**src/rtl/fifo_rd_pkg.sv**
```systemverilog
// Shared types and the read-issue rule for the FIFO read-side packer.
package fifo_rd_pkg;

    typedef enum logic [1:0] {RUN, DRAIN, EMIT} state_e;

    typedef struct packed {
        logic lo_vld;
        logic rd_pend;
    } hold_t;

    // A read may only be issued if its returning word is guaranteed a slot:
    // either the lo holder, or the output register if the word completes a pair.
    function automatic logic can_issue(input logic lo_vld, input logic rd_pend,
                                       input logic m_valid, input logic m_ready);
        hold_t h;
        h = '{lo_vld: lo_vld, rd_pend: rd_pend};
        case (h)
            2'b00:   return 1'b1;
            2'b01:   return !m_valid;
            2'b10:   return !m_valid || m_ready;
            default: return 1'b1;
        endcase
    endfunction

endpackage

```
**src/rtl/fifo_rd_packer.sv**
```systemverilog
// Drains a synchronous FIFO and packs word pairs into double-width beats on a
// valid/ready stream; a flush pushes out a trailing odd word as a padded half beat.
module fifo_rd_packer
    import fifo_rd_pkg::*;
#(
    parameter int                    FIFO_WIDTH = 16,
    parameter logic [FIFO_WIDTH-1:0] PAD_VALUE  = '0,
    parameter int                    CNT_WIDTH  = 16
) (
    input  logic                    clk,
    input  logic                    rst_n,
    input  logic [FIFO_WIDTH-1:0]   fifo_data_out,
    input  logic                    fifo_empty,
    input  logic                    fifo_underflow,
    output logic                    fifo_rd_en,
    input  logic                    flush,
    output logic [2*FIFO_WIDTH-1:0] m_data,
    output logic                    m_valid,
    input  logic                    m_ready,
    output logic                    m_half,
    output logic                    flush_done,
    output logic                    err_underflow,
    output logic [CNT_WIDTH-1:0]    beat_cnt
);

    state_e                state, state_nxt;
    logic [FIFO_WIDTH-1:0] lo_reg;
    logic                  lo_vld;
    logic                  rd_pend;
    logic                  out_free;
    logic                  emit_load;
    logic                  pair_load;

    assign out_free   = !m_valid || m_ready;
    assign pair_load  = rd_pend && lo_vld;
    assign fifo_rd_en = rst_n && (state == RUN) && !fifo_empty
                        && can_issue(lo_vld, rd_pend, m_valid, m_ready);

    always_ff @(posedge clk or negedge rst_n) begin
        if (!rst_n) state <= RUN;
        else        state <= state_nxt;
    end

    // DRAIN waits for the last in-flight word to land before deciding on a half beat.
    always_comb begin
        state_nxt  = state;
        flush_done = 1'b0;
        emit_load  = 1'b0;
        case (state)
            RUN:   if (flush) state_nxt = DRAIN;
            DRAIN: if (!rd_pend) begin
                if (lo_vld) begin
                    state_nxt = EMIT;
                end else begin
                    flush_done = 1'b1;
                    state_nxt  = RUN;
                end
            end
            EMIT:  if (out_free) begin
                emit_load  = 1'b1;
                flush_done = 1'b1;
                state_nxt  = RUN;
            end
            default: state_nxt = RUN;
        endcase
    end

    always_ff @(posedge clk or negedge rst_n) begin
        if (!rst_n) begin
            rd_pend <= 1'b0;
            lo_reg  <= '0;
            lo_vld  <= 1'b0;
        end else begin
            rd_pend <= fifo_rd_en && !fifo_empty;
            if (rd_pend && !lo_vld) begin
                lo_reg <= fifo_data_out;
                lo_vld <= 1'b1;
            end else if (pair_load || emit_load) begin
                lo_vld <= 1'b0;
            end
        end
    end

    // Issue rule guarantees a pair never lands on an unaccepted beat.
    always_ff @(posedge clk or negedge rst_n) begin
        if (!rst_n) begin
            m_data  <= '0;
            m_valid <= 1'b0;
            m_half  <= 1'b0;
        end else if (pair_load) begin
            m_data  <= {fifo_data_out, lo_reg};
            m_valid <= 1'b1;
            m_half  <= 1'b0;
        end else if (emit_load) begin
            m_data  <= {PAD_VALUE, lo_reg};
            m_valid <= 1'b1;
            m_half  <= 1'b1;
        end else if (m_ready) begin
            m_valid <= 1'b0;
        end
    end

    always_ff @(posedge clk or negedge rst_n) begin
        if (!rst_n) begin
            beat_cnt      <= '0;
            err_underflow <= 1'b0;
        end else begin
            if (m_valid && m_ready) beat_cnt <= beat_cnt + 1'b1;
            if (fifo_underflow)     err_underflow <= 1'b1;
        end
    end

endmodule

```
**config.mk**
```make
export PLATFORM = sky130hd
export DESIGN_NAME = fifo_rd_packer
export DESIGN_NICKNAME = d
export VERILOG_FILES = /design/src/rtl/fifo_rd_pkg.sv /design/src/rtl/fifo_rd_packer.sv
export SDC_FILE = /design/constraint.sdc
export NUM_CORES = 1
export LEC_CHECK = 0
export ABC_AREA = 1
export CAP_MARGIN = 20
export CORE_ASPECT_RATIO = 1.25
export CORE_MARGIN = 10
export CORE_UTILIZATION = 35
export CTS_CLUSTER_SIZE = 8
export DETAILED_ROUTE_END_ITERATION = 8
export SYNTH_ARGS = -nofsm -noshare
export SYNTH_HDL_FRONTEND = slang
export SYNTH_SLANG_ARGS = --single-unit
```
**constraint.sdc**
```tcl
create_clock -name clk -period 1.7 [get_ports clk]
set_clock_uncertainty 0.2 [all_clocks]
set_input_delay 0.255 -clock clk [delete_from_list [all_inputs] [get_ports clk]]
set_output_delay 0.255 -clock clk [all_outputs]
set_load 0.01 [all_outputs]
```
==> results by group <==
Drt
  • Remaining antenna violation count: 0
  • Iter 0 DRT Violations: 74
  • Post-Route WL: 7710 um
  • Vias: 2,556
  • Vias per cell: 4.59
  • DRC violations left: 0
  • Routed len/inst: 13.8 um
  • Drt first pass iters: 4

Flow run
  • Max Cap Viol: 0

Power
  • Pwr Density: 1610 mW/mm^2
  • Max VDD drop: 0.000868 V
  • Leakage: 2.36 nW

Timing
  • Crit path time final: 1.91 ns
  • Measured slew at the worst slew-check pin: 0.897 ns
  • Setup WS post-layout: -0.211 ns
  • Slew HR: 40.2%
  • RSZ-0062 raised after global routing: true
  • Setup Viol. Count Final: 3
  • Hold_ws: 0.262 ns
  • Fmax achieved: 0.523 GHz
  • Final clock period utilization by the worst path: 112%
  • Final Hold Fails: 0
  • Final Max Tran Viols: 0

Final layout
  • Most common cell after layout, fill and taps aside: nand2_1
  • Layout Utilization: 53.5%
  • Max FFs per register: 32
  • Antenna cells: 0
  • Most frequent cells in the layout: nand2_1 (121), dfrtp_1 (71), dlygate4sd2_1 (51)
  • Fin nets: 486
  • Share of cells above drive strength 1: 18.3%
  • Fill cells: 780
  • Synth-to-layout area growth: 47.9%

Global routing
  • GRT Resource Usage Total: 12.4%
  • Initial antenna violation count: 0
  • First-pass GRT wire length: 12,400 um
  • Overflow after GRT: 0
  • Largest net degree at the start of global routing: 72
  • Vias in the first global route: 2,593

Clock tree
  • Clock sinks: 71
  • Root Buffer Master: clkbuf_8
  • Worst-path clk slew: 0.07 ns
  • Total CTS buffers: 9
  • Max Root-Sink Buffers: 2
  • H-tree depth: 3
  • Clock Latency Late Sink: 0.35 ns
  • CTS tree: done

Synthesis
  • Post-synthesis net count: 365
  • Seq/Total Area, Yosys: 58.9%
  • Warning count from the yosys run: 0
  • Syn Area/Cell: 9.02 um^2
  • Synth Register Bits: 71
  • Post-synthesis cell count: 334
  • Mapped cell area: 0.00301 mm^2
  • Unique cell type count in the Yosys netlist: 24

Floorplan
  • Row Count: 37
  • Die Ht: 124 um
  • Initial Util: 36.2%
  • Die ar.: 0.0127 mm^2
  • Die boundary width: 103 um
  • CORE AREA: 0.00833 mm^2
  • # IOs: 75

Worst setup path
  • CP endpoint kind: output pin
  • CP Class: flop to output pin
  • Crit path launch type: flop
  • Crit path required time: 1.24 ns
  • WP data arrival: 1.46 ns
  • CP max FO: 3

Run status
  • Status: finished with violations
  • Violations in the final reports: setup timing

Placement
  • DP HPWL: 5150 um
  • GP Congestion: 0.751
  • Port bufs: 74

Hold path
  • Hold Crit Class: primary input to flop
## per-layer routing
metal,part of all wire [%],global-route usage [%]
met5,0,0
met2,48,19.9
met1,41,14.2
met3,9.3,5.26
met4,2.0,5.23
## kinds of logic after synthesis
family,Yosys count,share of synthesized area (%)
flip-flops,71,58.9
AO/OA/AOI/OAI,40,6.89
adder cells (fa/ha/maj),9,3.74
AND/OR/NAND/NOR,151,20.3
XOR/XNOR,10,2.91
buffers and inverters,53,7.22
## critical path: stages, from the launching register on
cell	delay [ns]
dfrtp_1	0.39
inv_2	0.09
ha_4	0.13
inv_2	0.03
nor2_1	0.07
nand2_1	0.07
a31oi_1	0.17
buf_2	0.16
## synth_stat cells
cell type	count	area, um^2
xor2_1	8	70.1
nand4_1	2	12.5
nor3b_1	1	7.51
nor2_2	4	25.0
or2_2	1	6.26
inv_2	3	11.3
nor2_1	9	33.8
o21ai_0	35	175
nand2_1	122	458
nor3_1	2	10.0
clkbuf_1	5	18.8
o211ai_1	1	7.51
nand2_2	3	18.8
buf_6	2	22.5
xnor2_1	2	17.5
a21boi_0	1	7.51
a21oi_1	1	5.00
nand3_1	5	25.0
buf_2	3	15.0
dfrtp_1	71	1780
ha_1	9	113
inv_1	40	150
nand3b_1	2	15.0
a31oi_1	2	12.5
## metrics by stage
| stage | cell area (um^2) | power (mW) | std cells | setup TNS (ns) | setup slack (ns) |
|---|---|---|---|---|---|
| after global placement | 4030 | 5.50 | 522 | -5.15 | -0.378 |
| final | 4460 | 7.16 | 557 | -0.449 | -0.211 |
| after CTS | 4330 | 7.01 | 550 | -0.487 | -0.231 |
| after global routing | 4460 | 7.75 | 557 | -1.71 | -0.322 |
| after detailed placement | 4030 | 5.54 | 522 | -5.76 | -0.424 |
| after floorplan | 3010 | 3.95 | 334 | 0 | 0.192 |
## area by class of cell
type	instances	area (um^2)	area share (%)
Multi-Input combinational cell	210	1060	23.8
Clock inverter	7	120	2.69
Tap cell	97	121	2.72
Clock buffer	9	124	2.78
Inverter	43	170	3.82
Timing Repair Buffer	117	1060	23.8
Sequential cell	71	1780	39.9
Timing Repair inverter	3	22.5	0.505
## timing repair
action,in CTS,in global routing
setup endpoints to repair,64,28
cloned,1,4
hold endpoints to repair,7,0
gates resized for setup,72,17
hold buffers,1,0
buffers inserted,10,3
pin swaps,4,5
## final timing paths
path | from | to | slack, ns | cells past startpoint
setup reg to reg | state[0]$_DFFE_PN0P_ | rd_pend$_DFF_PN0_ | -0.12 | 12
setup / recovery | state[0]$_DFFE_PN0P_ | fifo_rd_en | -0.21 | 7
min in group asynchronous | rst_n | beat_cnt[3]$_DFFE_PN0P_ | 0.50 | 3
max in group asynchronous | rst_n | lo_vld$_DFFE_PN0P_ | 0.20 | 3
hold reg to reg | m_data[6]$_DFFE_PN0P_ | m_data[6]$_DFFE_PN0P_ | 0.27 | 2
hold / removal | fifo_data_out[9] | m_data[25]$_DFFE_PN0P_ | 0.26 | 3
## report_power, final
part / leakage, nW / switching (mW) / internal [mW]
Clock: 0.120 / 0.659 / 0.979
Combinational: 1.36 / 1.45 / 1.39
Sequential: 0.883 / 0.325 / 2.35
Total: 2.36 / 2.44 / 4.72
Note: power is estimated with default switching activity, not from simulation.
